[config.mk]
export PLATFORM = sky130hd
export DESIGN_NAME = dmem_dump_reader
export DESIGN_NICKNAME = d
export VERILOG_FILES = /design/src/rtl/dmem_dump_reader.sv
export SDC_FILE = /design/constraint.sdc
export NUM_CORES = 1
export LEC_CHECK = 0
export ABC_CLOCK_PERIOD_IN_PS = 5500
export BUFFER_PORTS_ARGS = -buffer_cell sky130_fd_sc_hd__buf_4
export CORE_MARGIN = 3
export CORE_UTILIZATION = 25
export CTS_CLUSTER_DIAMETER = 100
export CTS_CLUSTER_SIZE = 25
export DETAILED_ROUTE_END_ITERATION = 10
export HOLD_SLACK_MARGIN = 0.05
export PLACE_DENSITY_LB_ADDON = 0.3
export RECOVER_POWER = 50
export SYNTH_ARGS = -nofsm -noshare
export SYNTH_HDL_FRONTEND = slang
export SYNTH_SLANG_ARGS = --single-unit
[constraint.sdc]
create_clock -name clk -period 5.5 [get_ports clk]
set_clock_uncertainty 0.2 [all_clocks]
set_input_delay 0.825 -clock clk [delete_from_list [all_inputs] [get_ports clk]]
set_output_delay 0.825 -clock clk [all_outputs]
set_load 0.01 [all_outputs]
[src/rtl/dmem_dump_reader.sv]
// Purpose : sweeps a window of data-memory words out on a valid/ready stream, each word tagged with its address.
// Latency : 3 cycles from accepted start to first dout_valid; 3 cycles per word with dout_ready held high.
// Backpress: dout_valid/dout/dout_addr/dout_last hold until dout_ready; no further memory read is issued while stalled.
//
// Ports:
//   clk, rst                  clock and asynchronous active-high reset
//   start/base_addr/word_count dump request; window captured only when accepted in IDLE
//   mem_re/mem_addr/mem_rdata synchronous read port of the data memory (data one cycle after mem_re)
//   dout/dout_addr/dout_valid/dout_ready/dout_last  output stream
//   busy/done                 status: busy from accepted start to IDLE, done pulses once at completion
//
// Build option: DUMP_CHECKSUM_EN appends one beat carrying the 32-bit wrap-around
// sum of all dumped words (dout_addr = base_addr); dout_last then marks only that beat.
module dmem_dump_reader #(
  parameter int ADDR_W = 10,
  parameter int DATA_W = 32
) (
  input  logic              clk,
  input  logic              rst,
  input  logic              start,
  input  logic [ADDR_W-1:0] base_addr,
  input  logic [ADDR_W:0]   word_count,
  output logic              mem_re,
  output logic [ADDR_W-1:0] mem_addr,
  input  logic [DATA_W-1:0] mem_rdata,
  output logic [DATA_W-1:0] dout,
  output logic [ADDR_W-1:0] dout_addr,
  output logic              dout_valid,
  input  logic              dout_ready,
  output logic              dout_last,
  output logic              busy,
  output logic              done
);

  typedef enum logic [2:0] {
    IDLE   = 3'd0,
    READ   = 3'd1,
    WAIT   = 3'd2,
    SEND   = 3'd3,
    FINISH = 3'd4
  } state_t;

  state_t            state, state_nxt;
  logic [ADDR_W-1:0] addr_q;
  logic [ADDR_W:0]   remaining_q;
  logic [DATA_W-1:0] data_q;
  logic              hs;
  logic              final_data;

`ifdef DUMP_CHECKSUM_EN
  logic [ADDR_W-1:0] base_q;
  logic [DATA_W-1:0] sum_q;
  logic              ck_beat_q;   // current SEND beat is the checksum beat
`endif

  assign hs         = (state == SEND) && dout_ready;
  // Beat in SEND is the last data word of the window.
  assign final_data = (remaining_q == (ADDR_W+1)'(1));

  // State register
  always_ff @(posedge clk or posedge rst) begin
    if (rst) state <= IDLE;
    else     state <= state_nxt;
  end

  // Next-state logic
  always_comb begin
    state_nxt = state;
    case (state)
      IDLE: begin
        if (start) begin
          if (word_count == '0) begin
`ifdef DUMP_CHECKSUM_EN
            state_nxt = SEND;
`else
            state_nxt = FINISH;
`endif
          end else begin
            state_nxt = READ;
          end
        end
      end
      READ: state_nxt = WAIT;
      WAIT: state_nxt = SEND;
      SEND: begin
        if (hs) begin
`ifdef DUMP_CHECKSUM_EN
          if (ck_beat_q)       state_nxt = FINISH;
          else if (final_data) state_nxt = SEND;   // straight to checksum beat
          else                 state_nxt = READ;
`else
          if (final_data) state_nxt = FINISH;
          else            state_nxt = READ;
`endif
        end
      end
      FINISH:  state_nxt = IDLE;
      default: state_nxt = IDLE;
    endcase
  end

  // Datapath: address, remaining count, holding register
  always_ff @(posedge clk or posedge rst) begin
    if (rst) begin
      addr_q      <= '0;
      remaining_q <= '0;
      data_q      <= '0;
`ifdef DUMP_CHECKSUM_EN
      base_q      <= '0;
      sum_q       <= '0;
      ck_beat_q   <= 1'b0;
`endif
    end else begin
      case (state)
        IDLE: begin
          if (start) begin
            addr_q      <= base_addr;
            remaining_q <= word_count;
            data_q      <= '0;
`ifdef DUMP_CHECKSUM_EN
            base_q      <= base_addr;
            sum_q       <= '0;
            ck_beat_q   <= (word_count == '0);
`endif
          end
        end
        WAIT: begin
          data_q <= mem_rdata;
`ifdef DUMP_CHECKSUM_EN
          sum_q  <= sum_q + mem_rdata;
`endif
        end
        SEND: begin
          if (hs) begin
`ifdef DUMP_CHECKSUM_EN
            if (ck_beat_q) begin
              ck_beat_q <= 1'b0;
            end else begin
              addr_q      <= addr_q + 1'b1;
              remaining_q <= remaining_q - 1'b1;
              if (final_data) begin
                ck_beat_q <= 1'b1;
                data_q    <= sum_q;   // sum already includes the last word
              end
            end
`else
            addr_q      <= addr_q + 1'b1;   // wraps naturally at 2^ADDR_W
            remaining_q <= remaining_q - 1'b1;
`endif
          end
        end
        default: ;
      endcase
    end
  end

  // Outputs (all derived from reset registers, so they read 0 during reset)
  always_comb begin
    mem_re     = (state == READ);
    mem_addr   = addr_q;
    dout       = data_q;
    dout_valid = (state == SEND);
    busy       = (state != IDLE);
    done       = (state == FINISH);
`ifdef DUMP_CHECKSUM_EN
    dout_addr  = ck_beat_q ? base_q : addr_q;
    dout_last  = (state == SEND) && ck_beat_q;
`else
    dout_addr  = addr_q;
    dout_last  = (state == SEND) && final_data;
`endif
  end

endmodule
Word-level counts from Yosys, hierarchy flattened

Index checks and enable logic that the tools add are counted.

RAM bits: 0
Bits in latches: 0
Logic and storage cells: 36
Memories kept: 0
Memory bits (read-only): 0
Register bits after elaboration: 56

Bitwise gates (word level): 0
Shift operators: 0
Equal/unequal tests: 7
$lt $le $gt $ge: 0
Reductions and logical operators: 10
Muxes and demuxes: 13
Div/mod/pow operators: 0
Multipliers: 0
$add $sub $neg: 2

Operator list:

| operator              | count |
|---|---|
| $pmux 32 s2           | 1 |
| $mux 32               | 1 |
| $mux 11               | 2 |
| $pmux 11 s2           | 1 |
| $mux 10               | 2 |
| $pmux 10 s2           | 1 |
| $mux 3                | 4 |
| $pmux 3 s4            | 1 |
| $eq 11x1->1 const B   | 1 |
| $logic_not 11->1      | 1 |
| $sub 11x1->11 const B | 1 |
| $add 10x1->10 const B | 1 |
| $eq 3x2->1 const B    | 2 |
| $reduce_and 2->1      | 2 |
| $reduce_bool 2->1     | 2 |
| $eq 3x1->1 const B    | 1 |
| $eq 3x3->1 const B    | 1 |
| $logic_not 3->1       | 1 |
| $reduce_and 3->1      | 1 |
| $reduce_bool 3->1     | 1 |
| $logic_and 1x1->1     | 2 |
| $ne 2x1->1 const B    | 1 |
| $ne 2x2->1 const B    | 1 |

Longest topological paths before layout

Gate-level depths: netlist of run 1.

Word-level depth: 4
Depth in mapped cells: 7
Gate-level depth less buffers: 6

Least setup slack after synthesis of run 1

Ideal clock, no wire load.

Path kind: reg-to-output
Start: register state[2]
End: output port dout_valid
Data arrival time: 1.260 ns
Stages on the path, launching flop included: 5
Path slack: 3.215 ns
Data required time: 4.475 ns
Path buffers: 2
Path through: dfrtp_1 > clkbuf_1 > nand3b_2 > clkinv_1 > clkbuf_1

Word-level cells in the longest chain between the ends: 1

Ends and longest elaborated chain:

| item                   | RTL line | text |
|---|---|---|
| from (decl)            | 43       | `state_t state, state_nxt;` |
| from (signal assigned) | 63       | `else state <= state_nxt;` |
| $eq 3x2->1             | 162      | `dout_valid = (state == SEND);` |
| to (decl)              | 28       | `output logic dout_valid,` |

Every way passes these cells.

==> results.ini, run 1 <==
[outcome]
outcome = complete, but fails checks
failed_checks = capacitance limit, slew limit

[routing]
vias = 2384
antenna_left = 0
avgViaCountPerCell = 4.85
wl_per_cell_um = 15.3
routed_wl_um = 7550
drtIter0Drc = 147
dr.pass1.iters = 4
drc = 0

[setup_path]
timing.rr.start = state[2]
slowest_stage = clkbuf_1
setup.worst_path.start = rst
required_ns = 5.04
critPathBufInv = 3
crit_arrival_ns = 3.17
crit_type = in2async
max_stage_delay_ns = 2.17
startpoint_type = input port
path_delay_family = buffers and inverters
path_cells = buf_4, inv_2, clkbuf_1
crit_fanout = 56
end_kind = async pin

[yosys]
syn_nets = 320
yosysUniqueCellTypes = 45
synth_area_um2 = 2680
synth_top_family_by_area = compound AO/OA/AOI/OAI gates
synth_seq_cells = 56
yosys.area_share.adder_pct = 1.40
synth.avg_cell_area_um2 = 10.3
ys_warn_count = 0
seq_area_frac_synth_pct = 52.3
synth.area.mux_share_pct = 0
synth_xor_area_share_pct = 0
synthSimpleGateAreaFrac_pct = 14.0
synth_compound_area_share_pct = 25.9
syn_inst = 260

[placement]
place_congestion = 0.720
io_buffer_count = 113
place_hpwl_um = 5330

[global_route]
overflow = 0
grt.total_usage_pct = 12.2
grt_antenna_before_repair = 0
grt_pass1_wl_um = 11500
grt_pass1_vias = 2256
grt_max_degree = 57

[clock_network]
cts_max_level = 2
cts-root-buf = clkbuf_8
clock_sinks = 56
post-cts-setup-buffer-count = 0
clock_path_buffers = 2
cts_hold_repair.buffers = 0
cts.clk_slew.worst_paths_ns = 0.10
cts_buffers = 5
cts_tree = yes
insertion_delay_ns = 0.31
cts_resized = 0

[worst_hold_path]
hold_class = reg2reg
hp-start = dout[26]

[layout]
diodes = 0
layout-drive-gt1-share_pct = 28.7
area_growth_pct = 33.9
nets = 415

[timing]
slew-limit-headroom_pct = -106
tightest_slew_ns = 3.09
hold_viol = 0
drv_slew = 57
setup_viol = 0
fin_crit_sh_pct = 65.9
fin_crit_ns = 3.62
fin_setup_tns_ns = 0
timing.fmax_mhz = 276
grt_setup_unrepaired = false

[die]
initial_core_util_pct = 25.8
die_h_um = 109
ios = 114
rows = 37
die-width_um = 109
core_area_um2 = 10400
die_area_um2 = 12000

[run]
maxCapViolations = 1

[power_and_ir_drop]
p_leak_nw = 1.61
powerDensity_nw_per_um2 = 566
ir_drop_uv = 187
total_power_mw = 2.03

[cell families (layout without fill, tap and decap cells)]
family / count (synthesis) / after routing
flip-flops: 56 / 56
AO/OA/AOI/OAI: 97 / 97
buffers and inverters: 35 / 131
adder cells (fa/ha/maj): 3 / 3
AND/OR/NAND/NOR: 69 / 69
[final timing paths]
path / endpoint / slack [ns] / cells after the start
min reg2reg: dout[26] / 0.31 / 1
max in group clk: dout_last / 2.60 / 3
max reg2reg: remaining_q[8] / 3.12 / 6
max: remaining_q[1] / 1.88 / 3
min in group asynchronous: dout[21] / 1.49 / 3
min: dout[26] / 0.31 / 1
[registers in the layout (all words and copies together), names as in the netlist]
register	cells
remaining_q	11
dout	32
dout_addr	10
state	3
[cells in the final DEF (no fill, tap or decap), types with 3 or more instances in the layout]
master,count
o22ai_1,5
a2bb2oi_1,6
a22o_1,32
nor4_1,6
or3_1,4
ha_1,3
nor3_1,5
nor3b_1,4
a31oi_1,3
clkbuf_8,5
o21ai_0,18
a21oi_1,15
inv_1,4
buf_4,88
dfrtp_1,56
nor2_1,12
nand3_1,9
nand2_1,15
clkbuf_1,30
nand4_1,3
[per-stage QoR]
step / hold slack [ns] / instance area [um^2] / setup WS (ns) / util [%] / std cells
after floorplan: 0.279 / 2680 / 3.10 / - / 260
after global placement: 0.284 / 3580 / 2.88 / 34.6 / 484
after detailed placement: 0.289 / 3580 / 2.86 / 34.6 / 484
after CTS: 0.314 / 3690 / 2.54 / 35.6 / 492
after global routing: 0.328 / 3590 / 1.19 / 34.6 / 492
final: 0.308 / 3590 / 1.88 / 34.6 / 492
[layout make-up]
type / count / area, um^2
fillers: 1102 / 6780
flip-flops and latches: 56 / 1400
multi-input cells: 169 / 1110
repair buffers: 117 / 769
well taps: 136 / 170
clock buffers: 6 / 72.6
clock inverters: 2 / 38.8
inverters: 6 / 22.5
[power by group]
| part | total, mW | internal, mW | switching, mW |
|---|---|---|---|
| Combinational | 0.979 | 0.446 | 0.534 |
| Clock | 0.276 | 0.138 | 0.138 |
| Sequential | 0.775 | 0.599 | 0.176 |
[Yosys cell counts, drive strengths merged]
master / instances / share of area, %
clkinv: 1 / 0.14
o221ai: 1 / 0.33
nand2b: 1 / 0.23
nand3: 9 / 1.7
nand4b: 1 / 0.33
buf: 11 / 3.0
and4: 1 / 0.33
ha: 3 / 1.4
nand4: 3 / 0.70
nand2: 15 / 2.1
or4: 1 / 0.42
and2: 2 / 0.47
clkbuf: 18 / 2.5
or4b: 1 / 0.37
o21a: 2 / 0.56
nor2: 12 / 1.7
nand3b: 1 / 0.42
or3b: 1 / 0.33
a32oi: 1 / 0.33
nor3b: 5 / 1.4
and3: 1 / 0.23
or3: 4 / 0.93
nor4: 6 / 1.4
o21bai: 1 / 0.28
a2bb2oi: 6 / 2.0
inv: 5 / 0.70
o211a: 1 / 0.37
o22ai: 5 / 1.2
o22a: 2 / 0.70
dfrtp: 56 / 52
a31oi: 3 / 0.70
a22oi: 2 / 0.56
a22o: 32 / 10
o31ai: 1 / 0.28
o21ai: 19 / 3.6
a21boi: 1 / 0.28
a41oi: 1 / 0.33
o21ba: 1 / 0.37
a21oi: 15 / 2.8
nor3: 5 / 0.93
o32ai: 1 / 0.33
o211ai: 2 / 0.56
[routing by layer]
layer | vias up | routed length [um] | part of all wire [%] | global-route usage [%]
met5 | - | 0 | 0 | 0
met4 | 0 | 112 | 1.5 | 3.74
met3 | 9 | 391 | 5.2 | 2.23
met2 | 76 | 3760 | 50 | 20.1
met1 | 1140 | 3290 | 44 | 16.1
li1 | 1159 | - | - | -
No activity file was read; power rests on OpenSTA's default activity.
==> run 2, diff against run 1 <==
--- a/config.mk
+++ b/config.mk
@@ -5,7 +5,7 @@
 export SDC_FILE = /design/constraint.sdc
 export NUM_CORES = 1
 export LEC_CHECK = 0
-export ABC_CLOCK_PERIOD_IN_PS = 5500
+export ABC_CLOCK_PERIOD_IN_PS = 3300
 export BUFFER_PORTS_ARGS = -buffer_cell sky130_fd_sc_hd__buf_4
 export CORE_MARGIN = 3
 export CORE_UTILIZATION = 25
==> constraint.sdc (replaced) <==
create_clock -name clk -period 3.3 [get_ports clk]
set_clock_uncertainty 0.2 [all_clocks]
set_input_delay 0.495 -clock clk [delete_from_list [all_inputs] [get_ports clk]]
set_output_delay 0.495 -clock clk [all_outputs]
set_load 0.01 [all_outputs]
==> run 2 against run 1 <==
  * The flow now finishes without violations
  * Sequential cell count is the same
  * Utilization shrank 0.76 points
  * Cell count grew 0.61%
  * Routed wire length grew 0.38%
  * Non-clock buffer count grew 3
  * Critical path type is now reg2out
  * Largest cell class unchanged
  * Largest power group unchanged
==> results.ini, run 2 (synthesis gave the netlist of run 1 again) <==
[timing]
hold_slack_ns = 0.193
tightest_slew_ns = 1.12
fin_setup_tns_ns = 0
fin_crit_ns = 2.50
grt_setup_unrepaired = false
timing.fmax_mhz = 399
setup_slack_ns = 0.797
fin_crit_sh_pct = 75.9
hold_viol = 0
drv_slew = 0
setup_viol = 0
slew-limit-headroom_pct = 25.2

[setup_path]
crit_arrival_ns = 1.81
slowest_stage = nor3_1
required_ns = 2.60
crit_type = reg2out
end_kind = primary output
max_stage_delay_ns = 0.52
crit_fanout = 5
timing.rr.start = state[0]
startpoint_type = flip-flop
setup.worst_path.start = remaining_q[6]
path_cells = nor3_1, nand4_1, nor2_1, buf_4
rr_worst_depth = 4

[layout]
final_common_cell = buf_4
layout-drive-gt1-share_pct = 22.8
fillers = 1130
final_cell_mix = buf_4 (67), dfrtp_1 (56), clkbuf_1 (51)
final_cells = 495
final_util_pct = 33.8
area_growth_pct = 31.0
diodes = 0
largest_reg_flops = 32
nets = 418

[run]
maxCapViolations = 0

[worst_hold_path]
hold_class = in2reg
min_path_cells = 2
hp-start = mem_rdata[28]

[global_route]
grt_max_degree = 34
grt_pass1_wl_um = 11700
grt.total_usage_pct = 12.2
grt_antenna_before_repair = 0
overflow = 0
grt_pass1_vias = 2320

[power_and_ir_drop]
combinationalPowerShare_pct = 47.8
clock_power_share_pct = 12.1
powerDensity_nw_per_um2 = 919
p_int_mw = 1.80
ir_drop_uv = 261
p_sw_share_pct = 44.2
p_leak_nw = 1.53
p_seq_share_pct = 40.0
p_sw_mw = 1.42

[placement]
dp.cells = 486
place_congestion = 0.761
io_buffer_count = 113
place_hpwl_um = 5430
preCtsSetupSlack_ns = 0.999

[die]
die-width_um = 109
die_h_um = 109
initial_core_util_pct = 25.8
core_area_um2 = 10400
rows = 37
die_area_um2 = 12000
ios = 114

[clock_network]
cts-root-buf = clkbuf_8
clock_sinks = 56
insertion_delay_ns = 0.31
cts_buffers = 5
post-cts-setup-buffer-count = 0
cts.clk_slew.worst_paths_ns = 0.11
cts_tree = yes
cts_max_level = 2
clock_path_buffers = 2

[routing]
drtIter0Drc = 104
antenna_left = 0
vias = 2375
dr.pass1.iters = 4
routed_wl_um = 7580
avgViaCountPerCell = 4.80
wl_per_cell_um = 15.3
drc = 0

[outcome]
outcome = finished clean

[run 2: cell types whose count changed in the layout (fill, tap and decap cells not counted), sizes merged]
cell	previous run	this run
clkinv	1	2
dlygate4sd3	0	1
buf	88	67
bufinv	1	0
clkbuf	35	57
clkinvlp	0	1
[run 2: worst paths after layout]
path,endpoint,slack (ns)
worst min register to register,dout[30],0.31
worst max-delay path,dout_last,0.80
max in group asynchronous,dout[22],0.87
worst max register to register,state[0],1.05
worst min-delay path,dout[28],0.19
min in group asynchronous,dout[14],0.75
[run 2: metal layers]
| layer | vias to the layer above | wire [um] | track usage, % |
|---|---|---|---|
| met3 | 8 | 394 | 2.70 |
| met1 | 1146 | 3270 | 15.4 |
| met2 | 55 | 3810 | 20.9 |
| li1 | 1166 | - | - |
| met4 | 0 | 103 | 3.92 |
| met5 | - | 0 | 0 |
[run 2: critical path: cells and delay by family, from the launching register on]
family                 cells  cell delay [ns]
flip-flops                 1             0.44
buffers and inverters      1             0.14
AND/OR/NAND/NOR            3             0.92
[run 2: power groups by stage]
stage | Sequential (mW) | Clock (mW) | Combinational, mW
CTS | 1.29 | 0.404 | 1.79
floorplan | 1.33 | 0 | 1.04
global route | 1.34 | 0.436 | 1.74
global placement | 1.29 | 0 | 1.75
finish | 1.29 | 0.391 | 1.54
detailed placement | 1.29 | 0 | 1.79
[run 2: cell type report]
class | instances | area (um^2) | share of cell area (%)
clock buffers | 5 | 68.8 | 1.96
clock inverters | 3 | 21.3 | 0.606
inverters | 6 | 22.5 | 0.642
multi-input cells | 169 | 1110 | 31.7
flip-flops and latches | 56 | 1400 | 40.0
well taps | 136 | 170 | 4.85
repair buffers | 120 | 712 | 20.3
[run 2: repair_timing]
| item | 4_1_cts | 5_1_grt |
|---|---|---|
| hold endpoints to repair | 23 | 0 |
| hold buffers | 1 | 0 |
| resized for setup | 0 | 0 |
[run 2: per-stage QoR]
step | power [mW] | instance area (um^2)
6_report | 3.22 | 3510
5_1_grt | 3.52 | 3510
4_1_cts | 3.49 | 3700
3_5_place_dp | 3.09 | 3600
3_3_place_gp | 3.05 | 3600
2_1_floorplan | 2.37 | 2680
==> run 3, diff against run 2 <==
--- a/config.mk
+++ b/config.mk
@@ -5,7 +5,7 @@
 export SDC_FILE = /design/constraint.sdc
 export NUM_CORES = 1
 export LEC_CHECK = 0
-export ABC_CLOCK_PERIOD_IN_PS = 3300
+export ABC_CLOCK_PERIOD_IN_PS = 2300
 export BUFFER_PORTS_ARGS = -buffer_cell sky130_fd_sc_hd__buf_4
 export CORE_MARGIN = 3
 export CORE_UTILIZATION = 25
==> constraint.sdc (replaced) <==
create_clock -name clk -period 2.3 [get_ports clk]
set_clock_uncertainty 0.2 [all_clocks]
set_input_delay 0.345 -clock clk [delete_from_list [all_inputs] [get_ports clk]]
set_output_delay 0.345 -clock clk [all_outputs]
set_load 0.01 [all_outputs]
==> run 3 against run 2 <==
  * Via count is 6.3% higher
  * Die area unchanged
  * Highest routed layer unchanged
  * Sequential share of layout area fell by 3.8 points
==> results.ini, run 3 (synthesis gave the netlist of run 1 again) <==
[clock_network]
cts_max_level = 2
post-cts-setup-buffer-count = 0
insertion_delay_ns = 0.31
cts-root-buf = clkbuf_8
cts_tree = yes
cts_buffers = 5
clock_path_buffers = 2
cts.clk_slew.worst_paths_ns = 0.10
clock_sinks = 56

[setup_path]
r2r_end = remaining_q[9]
required_ns = 1.75
path_cells = nand3b_2, clkinv_1, buf_4, buf_4
timing.rr.start = remaining_q[0]
startpoint_type = flip-flop
crit_fanout = 34
path_delay_family = buffers and inverters
reg2reg_slack_ns = 0.26
critPathBufInv = 3
crit_path_frequent_cell = buf_4
crit_type = reg2out
rr_worst_depth = 4
max_stage_delay_ns = 0.39
slowest_stage = dfrtp_1
end_kind = primary output
crit_arrival_ns = 1.60

[layout]
final_common_cell = buf_4
layout-drive-gt1-share_pct = 28.4
stdcell_area_um2 = 3880
area_growth_pct = 45.0
diodes = 0
nets = 447
final_cell_mix = buf_4 (93), dfrtp_1 (54), a22o_1 (32)
largest_reg_flops = 32
fillers = 1078

[placement]
preCtsSetupSlack_ns = 0.287
dpl_cell_area_um2 = 3630
io_buffer_count = 113
place_hpwl_um = 5360
place_congestion = 0.762

[timing]
slew-limit-headroom_pct = 48.7
hold_viol = 0
drv_slew = 0
tightest_slew_ns = 0.770
fin_setup_tns_ns = 0
fin_crit_ns = 2.14
setup_slack_ns = 0.158
hold_slack_ns = 0.0533
timing.fmax_mhz = 467
fin_crit_sh_pct = 93.1
grt_setup_unrepaired = false
setup_viol = 0

[global_route]
grt_pass1_wl_um = 12100
grt.total_usage_pct = 12.6
grt_max_degree = 57
grt_pass1_vias = 2505
grt_antenna_before_repair = 0
overflow = 0

[routing]
drtIter0Drc = 160
vias = 2524
avgViaCountPerCell = 4.82
drc = 0
dr.pass1.iters = 4
wl_per_cell_um = 14.8
antenna_left = 0
routed_wl_um = 7740

[worst_hold_path]
min_path_cells = 2
hold_class = in2reg
hp-start = mem_rdata[29]
hold_end = dout[29]

[power_and_ir_drop]
ir_drop_uv = 389
powerDensity_nw_per_um2 = 1250
p_leak_nw = 1.74

[die]
die-width_um = 109
die_h_um = 109
rows = 37
initial_core_util_pct = 25.8
core_area_um2 = 10400
ios = 114
die_area_um2 = 12000

[outcome]
outcome = finished clean

[run]
maxCapViolations = 0

run 3: per-layer routing:
layer  routed length (um)  global-route usage (%)  part of all wire (%)
met1                 3270                    15.8                    42
met2                 4010                    22.1                    52
met3                  361                    2.58                   4.7
met4                   96                    3.21                   1.2
met5                    0                       0                     0
run 3: metrics by stage:
step	power (mW)	util, %	cells
finish	4.84	37.4	524
global route	5.25	37.4	524
CTS	5.07	38.4	523
detailed placement	4.46	35.0	489
global placement	4.39	35.0	489
floorplan	3.40	-	260
run 3: worst register-to-register path: stages, from the launching register on:
cell,delay (ns)
dfrtp_1,0.41
or4_4,0.57
or4b_1,0.51
a21oi_1,0.15
o22a_2,0.15
run 3: area by class of cell:
class                   count  area (um^2)  area share [%]
inverters                   6         22.5           0.580
well taps                 136          170            4.38
flip-flops and latches     56         1400            36.2
clock buffers               6         72.6            1.87
multi-input cells         169         1110            28.6
repair buffers            149         1080            27.9
clock inverters             2         16.3           0.419
run 3: how the worst max path moves through the flow:
stage	start	to	slack, ns	cells after the start
finish	state[2]	dout_valid	0.16	4
global route	state[0]	dout_valid	0.02	4
CTS	state[0]	dout_valid	0.02	4
detailed placement	remaining_q[0]	remaining_q[9]	0.29	4
global placement	remaining_q[0]	remaining_q[9]	0.29	4
floorplan	remaining_q[0]	remaining_q[9]	0.34	4
run 3: repair_timing:
item                       4_1_cts  5_1_grt
hold buffers                    26        1
setup endpoints to repair        0        2
resized for setup                0        2
hold endpoints to repair        81        1
run 3: power by group:
group          internal [mW]  switching (mW)  leakage, nW
registers               1.43           0.413        0.683
logic                   1.13            1.31         1.02
clock network          0.218           0.342       0.0414
total                   2.78            2.06         1.74
